==> src/rtl/muldiv_pkg.sv <==
// Shared encodings for the multiply/divide unit and the control unit that drives it.
package muldiv_pkg;

    localparam int DEF_DATA_W = 32;
    localparam int DEF_CNT_W  = 6;

    typedef enum logic [2:0] {
        OP_MULT  = 3'd0,
        OP_MULTU = 3'd1,
        OP_DIV   = 3'd2,
        OP_DIVU  = 3'd3,
        OP_MTHI  = 3'd4,
        OP_MTLO  = 3'd5
    } op_e;

    typedef enum logic [1:0] {
        S_IDLE = 2'd0,
        S_RUN  = 2'd1,
        S_FIX  = 2'd2
    } state_e;

endpackage

==> src/rtl/muldiv_if.sv <==
// Request/response bundle between the execute stage and the mul/div unit.
interface muldiv_if #(parameter int DATA_W = 32);
    logic              start;
    logic [2:0]        op;
    logic [DATA_W-1:0] in1;
    logic [DATA_W-1:0] in2;
    logic              busy;
    logic              done;
    logic [DATA_W-1:0] hi;
    logic [DATA_W-1:0] lo;

    modport master (output start, op, in1, in2, input busy, done, hi, lo);
    modport slave  (input start, op, in1, in2, output busy, done, hi, lo);
endinterface

==> src/rtl/muldiv_iter.sv <==
// 64-bit working register doing one shift-add (mul) or restoring shift-subtract (div) step per cycle.
module muldiv_iter
    import muldiv_pkg::*;
#(
    parameter int DATA_W = DEF_DATA_W
) (
    input  logic                  clk,
    input  logic                  reset,
    input  logic                  mode,     // 0 = multiply, 1 = divide; captured on load
    input  logic                  load,
    input  logic                  step,
    input  logic [DATA_W-1:0]     a_mag,    // multiplicand / dividend
    input  logic [DATA_W-1:0]     b_mag,    // multiplier / divisor
    output logic [2*DATA_W-1:0]   result
);

    logic [2*DATA_W-1:0] acc_q, acc_d;
    logic [DATA_W-1:0]   opnd_q, opnd_d;
    logic                mode_q, mode_d;
    logic [DATA_W:0]     sum;
    logic [DATA_W:0]     trial;
    logic [DATA_W+1:0]   diff;
    logic                unused_diff;

    assign unused_diff = diff[DATA_W];

    always_comb begin
        acc_d  = acc_q;
        opnd_d = opnd_q;
        mode_d = mode_q;
        sum    = {1'b0, acc_q[2*DATA_W-1:DATA_W]} + {1'b0, opnd_q};
        trial  = {acc_q[2*DATA_W-1:DATA_W], acc_q[DATA_W-1]};
        diff   = {1'b0, trial} - {2'b00, opnd_q};
        if (load) begin
            mode_d = mode;
            // mul keeps the multiplier in the low half and adds the multiplicand;
            // div keeps the dividend in the low half and subtracts the divisor
            opnd_d = mode ? b_mag : a_mag;
            acc_d  = {{DATA_W{1'b0}}, (mode ? a_mag : b_mag)};
        end else if (step) begin
            if (!mode_q) begin
                acc_d = acc_q[0] ? {sum, acc_q[DATA_W-1:1]}
                                 : {1'b0, acc_q[2*DATA_W-1:1]};
            end else begin
                acc_d = diff[DATA_W+1] ? {trial[DATA_W-1:0], acc_q[DATA_W-2:0], 1'b0}
                                       : {diff[DATA_W-1:0],  acc_q[DATA_W-2:0], 1'b1};
            end
        end
    end

    always_ff @(posedge clk) begin
        if (reset) begin
            acc_q  <= '0;
            opnd_q <= '0;
            mode_q <= 1'b0;
        end else begin
            acc_q  <= acc_d;
            opnd_q <= opnd_d;
            mode_q <= mode_d;
        end
    end

    assign result = acc_q;

endmodule

==> src/rtl/muldiv_unit.sv <==
// Iterative MULT/MULTU/DIV/DIVU unit with HI/LO registers: FSM, counter and sign fix-up around muldiv_iter.
module muldiv_unit
    import muldiv_pkg::*;
#(
    parameter int DATA_W = DEF_DATA_W,
    parameter int CNT_W  = DEF_CNT_W
) (
    input  logic     clk,
    input  logic     reset,
    muldiv_if.slave  bus
);

    state_e              state_q, state_d;
    logic [CNT_W-1:0]    cnt_q, cnt_d;
    op_e                 op_q, op_d;
    logic                neg_lo_q, neg_lo_d;
    logic                neg_hi_q, neg_hi_d;
    logic                div0_q, div0_d;
    logic [DATA_W-1:0]   dvd_q, dvd_d;
    logic [DATA_W-1:0]   hi_q, hi_d;
    logic [DATA_W-1:0]   lo_q, lo_d;
    logic                done_q, done_d;

    logic                it_load, it_step, it_mode, is_signed;
    logic [DATA_W-1:0]   a_mag, b_mag, quot, rem;
    logic [2*DATA_W-1:0] it_result, prod;

    muldiv_iter #(.DATA_W(DATA_W)) u_iter (
        .clk    (clk),
        .reset  (reset),
        .mode   (it_mode),
        .load   (it_load),
        .step   (it_step),
        .a_mag  (a_mag),
        .b_mag  (b_mag),
        .result (it_result)
    );

    always_comb begin
        state_d   = state_q;
        cnt_d     = cnt_q;
        op_d      = op_q;
        neg_lo_d  = neg_lo_q;
        neg_hi_d  = neg_hi_q;
        div0_d    = div0_q;
        dvd_d     = dvd_q;
        hi_d      = hi_q;
        lo_d      = lo_q;
        done_d    = 1'b0;
        it_load   = 1'b0;
        it_step   = 1'b0;
        is_signed = (bus.op == OP_MULT) || (bus.op == OP_DIV);
        it_mode   = (bus.op == OP_DIV) || (bus.op == OP_DIVU);
        a_mag     = (is_signed && bus.in1[DATA_W-1]) ? -bus.in1 : bus.in1;
        b_mag     = (is_signed && bus.in2[DATA_W-1]) ? -bus.in2 : bus.in2;
        prod      = neg_lo_q ? -it_result : it_result;
        quot      = it_result[DATA_W-1:0];
        rem       = it_result[2*DATA_W-1:DATA_W];

        case (state_q)
            S_IDLE: begin
                if (bus.start) begin
                    case (bus.op)
                        OP_MULT, OP_MULTU, OP_DIV, OP_DIVU: begin
                            it_load  = 1'b1;
                            op_d     = op_e'(bus.op);
                            neg_lo_d = is_signed && (bus.in1[DATA_W-1] ^ bus.in2[DATA_W-1]);
                            neg_hi_d = is_signed && bus.in1[DATA_W-1];
                            div0_d   = (bus.in2 == '0);
                            dvd_d    = bus.in1;
                            cnt_d    = '0;
                            state_d  = S_RUN;
                        end
                        OP_MTHI: hi_d = bus.in1;
                        OP_MTLO: lo_d = bus.in1;
                        default: ;
                    endcase
                end
            end
            S_RUN: begin
                it_step = 1'b1;
                cnt_d   = cnt_q + 1'b1;
                if (cnt_q == CNT_W'(DATA_W - 1)) state_d = S_FIX;
            end
            S_FIX: begin
                if (op_q == OP_MULT || op_q == OP_MULTU) begin
                    hi_d = prod[2*DATA_W-1:DATA_W];
                    lo_d = prod[DATA_W-1:0];
                end else if (div0_q) begin
                    // divide by zero returns all-ones quotient and the untouched dividend
                    hi_d = dvd_q;
                    lo_d = '1;
                end else begin
                    hi_d = neg_hi_q ? -rem  : rem;
                    lo_d = neg_lo_q ? -quot : quot;
                end
                done_d  = 1'b1;
                state_d = S_IDLE;
            end
            default: state_d = S_IDLE;
        endcase
    end

    always_ff @(posedge clk) begin
        if (reset) begin
            state_q  <= S_IDLE;
            cnt_q    <= '0;
            op_q     <= OP_MULT;
            neg_lo_q <= 1'b0;
            neg_hi_q <= 1'b0;
            div0_q   <= 1'b0;
            dvd_q    <= '0;
            hi_q     <= '0;
            lo_q     <= '0;
            done_q   <= 1'b0;
        end else begin
            state_q  <= state_d;
            cnt_q    <= cnt_d;
            op_q     <= op_d;
            neg_lo_q <= neg_lo_d;
            neg_hi_q <= neg_hi_d;
            div0_q   <= div0_d;
            dvd_q    <= dvd_d;
            hi_q     <= hi_d;
            lo_q     <= lo_d;
            done_q   <= done_d;
        end
    end

    assign bus.busy = (state_q != S_IDLE);
    assign bus.done = done_q;
    assign bus.hi   = hi_q;
    assign bus.lo   = lo_q;

endmodule

==> src/flat_wrapper.sv <==
// flat-port wrapper written by rule: the top's interface ports become plain ports
module muldiv_unit_flat import muldiv_pkg::*;
#(
    parameter int DATA_W = DEF_DATA_W,
    parameter int CNT_W  = DEF_CNT_W
)
  (clk, reset, bus_start, bus_op, bus_in1, bus_in2, bus_busy, bus_done, bus_hi, bus_lo);
  muldiv_if #(.DATA_W(DATA_W)) bus_i ();
  input  logic clk;
  input  logic reset;
  input wire logic [$bits(bus_i.start)-1:0] bus_start;
  input wire logic [$bits(bus_i.op)-1:0] bus_op;
  input wire logic [$bits(bus_i.in1)-1:0] bus_in1;
  input wire logic [$bits(bus_i.in2)-1:0] bus_in2;
  output wire logic [$bits(bus_i.busy)-1:0] bus_busy;
  output wire logic [$bits(bus_i.done)-1:0] bus_done;
  output wire logic [$bits(bus_i.hi)-1:0] bus_hi;
  output wire logic [$bits(bus_i.lo)-1:0] bus_lo;
  assign bus_i.start = bus_start;
  assign bus_i.op = bus_op;
  assign bus_i.in1 = bus_in1;
  assign bus_i.in2 = bus_in2;
  assign bus_busy = bus_i.busy;
  assign bus_done = bus_i.done;
  assign bus_hi = bus_i.hi;
  assign bus_lo = bus_i.lo;
  muldiv_unit #(.DATA_W(DATA_W), .CNT_W(CNT_W)) u_core (.clk(clk), .reset(reset), .bus(bus_i));
endmodule
==> config.mk <==
export PLATFORM = sky130hd
export DESIGN_NAME = muldiv_unit_flat
export DESIGN_NICKNAME = d
export VERILOG_FILES = /design/src/rtl/muldiv_pkg.sv /design/src/rtl/muldiv_if.sv /design/src/rtl/muldiv_iter.sv /design/src/rtl/muldiv_unit.sv /design/src/flat_wrapper.sv
export SDC_FILE = /design/constraint.sdc
export NUM_CORES = 1
export LEC_CHECK = 0
export ABC_CLOCK_PERIOD_IN_PS = 8100
export CAP_MARGIN = 20
export CORE_ASPECT_RATIO = 1.25
export CORE_MARGIN = 2
export CORE_UTILIZATION = 60
export DETAILED_ROUTE_END_ITERATION = 10
export HOLD_SLACK_MARGIN = 0.03
export PLACE_DENSITY = 0.84
export SYNTH_ARGS = -nofsm -noshare
export SYNTH_HDL_FRONTEND = slang
export SYNTH_SLANG_ARGS = --single-unit
==> constraint.sdc <==
create_clock -name clk -period 8.1 [get_ports clk]
set_input_delay 2.025 -clock clk [delete_from_list [all_inputs] [get_ports clk]]
set_output_delay 2.025 -clock clk [all_outputs]
set_load 0.02 [all_outputs]
==> After elaboration in Yosys (flattened, before gate mapping) <==
Index checks and enable logic that the tools add are counted.
W data, S select, Z words.
{ "word_totals": {"register_bits": 208, "input_bits": 70, "out_inout_bits": 66, "wordCells": 92} }
{ "op_classes": {"addsub": 8, "eq_ne": 14, "mux": 34, "bitwise": 1, "n_reduce_logical": 21} }
{ "op_table": {"columns": ["operator", "n"], "rows": [
  ["$mux W32", 16],
  ["$mux W64", 4],
  ["$neg A32 Y32", 4],
  ["$pmux W32 S2", 2],
  ["$neg A64 Y64", 1],
  ["$sub A33 B32 Y34", 1],
  ["$add A32 B32 Y33", 1],
  ["$logic_not A32 Y1", 1],
  ["$reduce_and A3 Y1", 5],
  ["$mux W6", 2],
  ["$pmux W6 S2", 1],
  ["$ne A2 B2 Y1 const B", 4],
  ["$reduce_bool A2 Y1", 4],
  ["$add A6 B1 Y6 const B", 1],
  ["$eq A3 B1 Y1 const B", 2],
  ["$eq A3 B2 Y1 const B", 2],
  ["$eq A3 B3 Y1 const B", 2],
  ["$eq A6 B5 Y1 const B", 1],
  ["$logic_not A3 Y1", 2],
  ["$mux W2", 3],
  ["$mux W1", 5],
  ["$pmux W2 S2", 1],
  ["$reduce_or A4 Y1", 1],
  ["$logic_and A1 B1 Y1", 3],
  ["other kinds (7)", 9]
]} }

==> Depth between registers and ports, before layout <==
Gate-level depths: netlist of run 1.
{ "logic_depth": {"depth_word": 6, "depth_mapped": 14, "mapped_depth_nobuf": 13} }

==> Cells and area by module <==
From an unflattened synthesis of run 1, not the netlist that was laid out.
{ "hier_totals": {"hier_cells": 2329, "area_unflattened_um2": 17680.7} }
{ "by_module_without_submodules": {"columns": ["module", "instances", "cells_per_inst", "area_each_um2", "seq_area_each_um2"], "rows": [
  ["muldiv_iter", 1, 1155, 8963.6, 1941.9],
  ["muldiv_unit", 1, 1174, 8717.1, 2202.1]
]} }

==> Worst setup path before layout of run 1 <==
No wires, ideal clock.
{ "synth_timing": {"kind": "input port to flip-flop", "from": "in bus_in2[4]", "to": "reg u_core.u_iter.acc_q[31], in the netlist u_core.u_iter.result[31]", "setup_time_ns": 0.086, "arrival_time_ns": 4.290, "t_required_ns": 8.014, "slack_ns": 3.725, "stages": 8, "path_buffers": 0, "cell_sequence": "or4_1 -> nor4_2 -> nand3_1 -> or4_1 -> o21ai_0 -> nand2_1 -> mux2_2 -> a211oi_1"} }
{ "synth_via": {"elab_chain_len": 4} }
{ "synth_rtl": {"columns": ["element", "line", "text"], "rows": [
  ["start, declared", "flat_wrapper.sv:14", "input wire logic [$bits(bus_i.in2)-1:0] bus_in2;"],
  ["$neg A32 Y32", "muldiv_unit.sv:55", "b_mag = (is_signed && bus.in2[DATA_W-1]) ? -bus.in2 : bus.in2;"],
  ["$mux W32", "muldiv_unit.sv:55", null],
  ["$mux W32", "muldiv_iter.sv:39", "acc_d = {{DATA_W{1'b0}}, (mode ? a_mag : b_mag)};"],
  ["$mux W32", "muldiv_iter.sv:34", "if (load) begin"],
  ["end signal, assigned", "muldiv_iter.sv:53", "acc_q <= '0;"],
  ["end signal, assigned", "muldiv_iter.sv:57", "acc_q <= acc_d;"],
  ["end, declared", "muldiv_iter.sv:17", "logic [2*DATA_W-1:0] acc_q, acc_d;"]
]} }
No other way between the ends.
A chain may end at the register's enable or synchronous reset.

==> Worst setup path in the final report of run 1 <==
Same ends and word-level chain as after synthesis.

==> impl_metrics.py, run 1 <==
metrics = {
    "cells_and_area": {
        "area_delta_synth_final_pct": 12.56,
        "fin_nets": 2459,
        "drive_gt1_share_pct": 4.841,
        "fin_cells": 2685,
    },
    "place": {
        "port_buffers": 135,
        "gp_congestion": 1.062,
        "placedCellCount": 2641,
        "dp_hpwl_um": 47330,
    },
    "synth": {
        "synthAdderAreaFrac_pct": 5.419,
        "synth.distinct_cells": 74,
        "synth_xor_area_share_pct": 9.824,
        "synth_area_per_cell_um2": 7.149,
        "synth_ff_type": "dfxtp_1",
        "synth_top_family_by_area": "compound AO/OA/AOI/OAI gates",
        "synthArstFlopShare_pct": 0,
        "ys_warn_count": 0,
        "synth_compound_area_share_pct": 30.64,
        "postSynthCellCount": 2332,
        "synth.area.mux_share_pct": 2.920,
        "ys_seq_area_share_pct": 24.86,
        "syn-cell-area_mm2": 0.01667,
        "synth_edf_count": 0,
        "synth.ff_latch_count": 207,
        "syn_nets": 2473,
        "synth-simple-area-share_pct": 20.14,
    },
    "power_and_ir_drop": {
        "p_int_mw": 2.070,
        "p_switching_mw": 1.142,
        "swShare_pct": 35.56,
        "power_leakage_nw": 6.627,
        "ir_worst_vdd_mv": 0.1852,
        "power_density_mw_per_mm2": 171.2,
        "power_frac_seq_pct": 35.9,
        "p_comb_share_pct": 28.9,
        "power_frac_clock_pct": 35.2,
    },
    "clock_tree": {
        "cts_tree": "done",
        "cts_root_buffer": "clkbuf_16",
        "cts.sinks": 207,
        "clk_latency_ns": 0.55,
        "ctsResizeCount": 0,
        "postCtsSetupBuffers": 0,
        "cts_buffer_depth": 3,
        "holdBufCountCts": 0,
        "clkSlewWorstSetupHoldPaths_ns": 0.06,
        "numCtsBuffers": 23,
        "htree_levels": 1,
    },
    "setup_path": {
        "crit_path_start_kind": "primary input",
        "crit_fanout": 6,
        "crit_start": "bus_in2[4]",
        "arrival_ns": 5.25,
        "worstPathRequired_ns": 8.56,
        "r2r_slack_ns": 3.92,
        "endpoint": "u_core.u_iter.result[31]",
        "r2r_end": "u_core.bus.hi[30]",
        "reg2reg_from": "u_core.u_iter.result[33]",
        "crit_type": "primary input to flip-flop",
        "worstRegToRegCells": 11,
        "critPathCaptureType": "flip-flop",
    },
    "detailed_routing": {
        "vias_per_cell": 6.929,
        "dr.pass1.iters": 7,
        "drt_iter0_drc": 2202,
        "num_vias": 18610,
        "wl_per_cell_um": 24.25,
        "wl_um": 65110,
        "drtAntennaViolNets": 0,
        "drc": 0,
    },
    "sta": {
        "period_needed_ns": 4.790,
        "setup_tns_ns": 0,
        "fmax_mhz": 208.8,
        "finalSetupViolations": 0,
        "rsz0062_at_grt": "no",
        "slew_headroom_pct": 26.00,
        "skew_ns": 0.008984,
        "period_share_pct": 59.14,
        "worstMarginPinSlew_ns": 1.107,
        "finalHoldViolCount": 0,
        "drv_slew": 0,
    },
    "floorplanning": {
        "core_area_mm2": 0.02748,
        "die_area_mm2": 0.02914,
        "rows": 68,
        "pin_count": 136,
        "die_w_um": 153.1,
        "start_util_pct": 60.66,
        "die_h_um": 190.4,
    },
    "grt": {
        "grt_usage_pct": 43.40,
        "grt_pass1_vias": 17290,
        "antenna_found_initial": 0,
        "grt_overflow": 0,
        "grt_max_degree": 93,
        "grt_pass1_wl_um": 99950,
    },
    "hold_path": {
        "hold_start": "u_core.dvd_q[23]",
        "hold_class": "flip-flop to flip-flop",
    },
    "flow_run": {
        "drv_cap": 0,
    },
    "outcome": {
        "status": "completed",
    },
}
## critical path, cell delays in order
cell and delay [ns]:
clkdlybuf4s50_1 0.45, or4_1 0.58, nor4_2 0.54, nand3_1 0.26
or4_1 0.60, o21ai_0 0.20, nand2_1 0.09, mux2_2 0.29
a211oi_1 0.21
## layout make-up
class,count,area [um^2]
Timing Repair Buffer,169,1608
Inverter,62,232.7
Clock inverter,10,133.9
Fill cell,2434,8717
Sequential cell,207,4148
Antenna cell,1,2.502
Tap cell,350,437.9
Clock buffer,31,655.6
Multi-Input combinational cell,1855,11550
## synth_stat cells, types with 35 or more instances
cell	count	share of area, %
nand2_1	321	7.2
a21oi_1	266	8.0
dfxtp_1	207	25
nor2_1	192	4.3
clkbuf_1	178	4.0
o21ai_0	159	4.8
xnor2_1	106	5.6
o211ai_1	82	3.7
xor2_1	81	4.3
ha_1	69	5.2
inv_1	61	1.4
nor3_1	53	1.6
mux2i_1	43	2.6
a211oi_1	36	1.6
nand3_1	36	1.1
o31ai_1	35	1.6
## cells in the final DEF (no fill, tap or decap), types with 10 or more instances in the layout
master / Yosys / final
a211oi_1: 36 / 36
a21o_1: 20 / 20
a21oi_1: 266 / 265
a221o_1: 10 / 10
a221oi_1: 29 / 29
a22oi_1: 13 / 13
a31oi_1: 24 / 24
and3_1: 10 / 10
buf_4: 0 / 34
clkbuf_16: 0 / 23
clkdlybuf4s50_1: 0 / 134
dfxtp_1: 207 / 204
ha_1: 69 / 69
inv_1: 61 / 61
mux2i_1: 43 / 43
nand2_1: 321 / 320
nand2b_1: 19 / 19
nand3_1: 36 / 35
nand4_1: 16 / 16
nor2_1: 192 / 190
nor2b_1: 13 / 10
nor3_1: 53 / 53
nor4_1: 15 / 15
o211ai_1: 82 / 82
o21a_1: 12 / 12
o21ai_0: 159 / 159
o221ai_1: 33 / 33
o22ai_1: 15 / 15
o31ai_1: 35 / 35
o41ai_1: 12 / 12
or2_2: 15 / 15
or3_1: 17 / 17
or4_1: 15 / 15
xnor2_1: 106 / 106
xor2_1: 81 / 81
## state kept, by name, indices dropped and copies added (netlist names)
register and cells:
u_core.bus.hi 32, u_core.u_iter.result 64, u_core.bus.lo 32, u_core.neg_hi_q 1, u_core.dvd_q 32, u_core.state_q 2
u_core.div0_q 1, u_core.u_iter.mode_q 1, u_core.neg_lo_q 1, u_core.op_q 2, u_core.u_iter.opnd_q 32, u_core.bus.done 1
u_core.cnt_q 6
## cells by family (layout without fill, tap and decap cells)
family | count (synthesis) | count (layout)
xor+xnor | 187 | 187
fa+ha+maj | 71 | 71
buf+inv | 270 | 272
mux | 48 | 48
compound gates | 801 | 801
simple gates | 748 | 748
flops | 207 | 207
other cells | 0 | 1
## power groups by stage
| stage | Combinational, mW | Sequential [mW] | Clock (mW) |
|---|---|---|---|
| after global placement | 0.877 | 1.17 | 0 |
| after detailed placement | 0.889 | 1.17 | 0 |
| after floorplan | 0.635 | 1.13 | 0 |
| after CTS | 0.898 | 1.15 | 1.13 |
| after global routing | 0.999 | 1.16 | 1.16 |
| final | 0.927 | 1.15 | 1.13 |
## how the worst min path moves through the flow
stage | end | slack (ns) | depth (start not counted)
2_1_floorplan | u_core.op_q[1] | 0.43 | 2
3_3_place_gp | u_core.dvd_q[23] | 0.44 | 2
3_5_place_dp | u_core.dvd_q[23] | 0.44 | 2
4_1_cts | u_core.dvd_q[23] | 0.45 | 2
5_1_grt | u_core.dvd_q[29] | 0.47 | 2
6_report | u_core.dvd_q[23] | 0.45 | 2
## metrics by stage
| stage | utilization (%) | setup slack [ns] | total power, mW | hold slack [ns] | cell area, um^2 |
|---|---|---|---|---|---|
| after floorplan | - | 3.725 | 1.766 | 0.4302 | 16670 |
| after global placement | 65.33 | 2.901 | 2.046 | 0.4370 | 17950 |
| after detailed placement | 65.33 | 2.845 | 2.059 | 0.4442 | 17950 |
| after CTS | 68.20 | 3.399 | 3.174 | 0.4527 | 18740 |
| after global routing | 68.27 | 3.087 | 3.315 | 0.4747 | 18760 |
| final | 68.28 | 3.310 | 3.212 | 0.4535 | 18760 |
## layer usage
layer | up-vias | share of wire [%] | GRT usage, %
li1 | 8413 | - | -
met2 | 1237 | 45 | 69.81
met1 | 8647 | 36 | 52.55
met5 | - | 0 | 0
met4 | 0 | 8.2 | 28.95
met3 | 308 | 11 | 8.773
(Power assumes the default switching activity.)
==> run 2: changes to the inputs <==
ABC_CLOCK_PERIOD_IN_PS = 4100   (was 8100)
CORE_UTILIZATION = 54   (was 60)
PLACE_DENSITY = 0.8   (was 0.84)
clock period = 4.1 ns   (was 8.1 ns; I/O delays follow)
==> impl_metrics.py, run 2 (same netlist as run 1, synthesis figures left out) <==
metrics = {
    "grt": {
        "grt_pass1_vias": 17900,
        "grt_pass1_wl_um": 101500,
        "grt_usage_pct": 39.63,
        "grt_overflow": 0,
        "antenna_found_initial": 0,
        "grt_max_degree": 85,
    },
    "floorplanning": {
        "start_util_pct": 55.19,
        "die_w_um": 161.2,
        "die_h_um": 200.4,
        "pin_count": 136,
        "core_area_mm2": 0.03020,
        "die_area_mm2": 0.03230,
        "rows": 71,
    },
    "power_and_ir_drop": {
        "finalPower_mw": 6.367,
        "ir_worst_vdd_mv": 0.4232,
        "power_density_mw_per_mm2": 328.1,
        "power_leakage_nw": 6.996,
    },
    "clock_tree": {
        "postCtsSetupBuffers": 0,
        "holdBufCountCts": 0,
        "cts_root_buffer": "clkbuf_16",
        "cts.sinks": 207,
        "htree_levels": 1,
        "cts_buffer_depth": 3,
        "numCtsBuffers": 24,
        "clk_latency_ns": 0.55,
        "clkSlewWorstSetupHoldPaths_ns": 0.07,
        "cts_tree": "done",
        "ctsResizeCount": 0,
    },
    "detailed_routing": {
        "wl_per_cell_um": 23.41,
        "drc": 0,
        "wl_um": 65740,
        "drtAntennaViolNets": 0,
        "drt_iter0_drc": 2202,
        "num_vias": 18740,
        "vias_per_cell": 6.672,
        "dr.pass1.iters": 6,
    },
    "sta": {
        "drv_slew": 0,
        "rsz0062_at_grt": "no",
        "skew_ns": 0.01907,
        "finalHoldViolCount": 0,
        "slew_headroom_pct": 23.72,
        "finalSetupViolations": 0,
        "worstMarginPinSlew_ns": 1.140,
        "fmax_mhz": 268.5,
        "period_share_pct": 90.85,
        "setup_tns_ns": 0,
        "period_needed_ns": 3.725,
    },
    "setup_path": {
        "critPathCaptureType": "flip-flop",
        "path_cells": "inv_1 > ha_1 > or3b_1 > or3_1 > or4_1 > or3_4 > o31ai_4 > xor2_1 > o32ai_1 > a21oi_1 > a211oi_1",
        "crit_type": "flip-flop to flip-flop",
        "arrival_ns": 4.19,
        "slowest_delay_ns": 0.68,
        "worstRegToRegCells": 11,
        "crit_path_start_kind": "flip-flop",
        "crit_fanout": 7,
        "r2r_end": "u_core.bus.hi[30]",
        "cp_slowest_cell": "or4_1",
        "reg2reg_from": "u_core.u_iter.result[32]",
        "r2r_slack_ns": 0.38,
        "worstPathRequired_ns": 4.56,
    },
    "hold_path": {
        "holdPathStages": 2,
        "hold_start": "u_core.dvd_q[16]",
        "hold_end": "u_core.dvd_q[16]",
        "hold_class": "flip-flop to flip-flop",
    },
    "cells_and_area": {
        "fill_cells": 2701,
        "layout_commonest_cell": "nand2_1",
        "area_delta_synth_final_pct": 16.39,
        "drive_gt1_share_pct": 7.686,
        "largest_reg_flops": 64,
        "fin_nets": 2531,
        "insertedDiodeCount": 0,
        "final_cell_mix": "nand2_1, a21oi_1, dfxtp_1",
    },
    "place": {
        "dp_hpwl_um": 48740,
        "gp_congestion": 1.030,
        "port_buffers": 135,
    },
    "outcome": {
        "status": "completed",
    },
    "flow_run": {
        "drv_cap": 0,
    },
}
## run 2: power breakdown
part	leakage [nW]	switching [mW]	total, mW	internal [mW]
sequential	1.69	0.141	2.25	2.11
clock	0.387	0.929	2.19	1.26
combinational	4.92	1.20	1.92	0.725
## run 2: per-layer routing
metal	track usage, %	part of all wire, %	up-vias	wire (um)
met5	0	0	-	0
met4	27.46	8.4	0	5548
met3	6.012	10	281	6569
met2	63.23	44	1171	29150
met1	49.03	37	8729	24470
li1	-	-	8554	-
## run 2: cell type report
type	count	area [um^2]	area share, %
Sequential cell	207	4148	21.38
Timing Repair Buffer	240	2191	11.29
Inverter	62	232.7	1.199
Tap cell	401	501.7	2.586
Clock inverter	9	75.07	0.3869
Clock buffer	34	709.4	3.656
Multi-Input combinational cell	1855	11550	59.50
## run 2: through the flow
| step | util (%) | setup slack (ns) | hold slack [ns] | area (um^2) | instances |
|---|---|---|---|---|---|
| 2_1_floorplan | - | 0.7245 | 0.4302 | 16670 | 2332 |
| 3_3_place_gp | 61.61 | 0.1456 | 0.4381 | 18610 | 2764 |
| 3_5_place_dp | 61.64 | 0.03133 | 0.4413 | 18620 | 2765 |
| 4_1_cts | 64.24 | 0.4181 | 0.4497 | 19400 | 2808 |
| 5_1_grt | 64.24 | 0.1911 | 0.4727 | 19400 | 2808 |
| 6_report | 64.24 | 0.3752 | 0.4498 | 19400 | 2808 |
## run 2: critical path, delay by kind of cell, from the launching register on
family,cells,cell delay [ns]
AO/OA/AOI/OAI,4,0.84
XOR/XNOR,1,0.11
adder cells (fa/ha/maj),1,0.20
buffers and inverters,1,0.09
flip-flops,1,0.35
AND/OR/NAND/NOR,4,2.04
## run 2: worst max-delay path by stage
stage | startpoint | end | slack [ns] | cells past startpoint
final | u_core.u_iter.result[32] | u_core.bus.hi[30] | 0.38 | 11
after global routing | u_core.u_iter.result[32] | u_core.bus.hi[30] | 0.19 | 11
after CTS | u_core.u_iter.result[32] | u_core.bus.hi[30] | 0.42 | 11
after detailed placement | bus_in1[10] | u_core.u_iter.result[31] | 0.03 | 10
after global placement | bus_in2[16] | u_core.u_iter.result[31] | 0.15 | 9
after floorplan | bus_in2[4] | u_core.u_iter.result[31] | 0.72 | 8
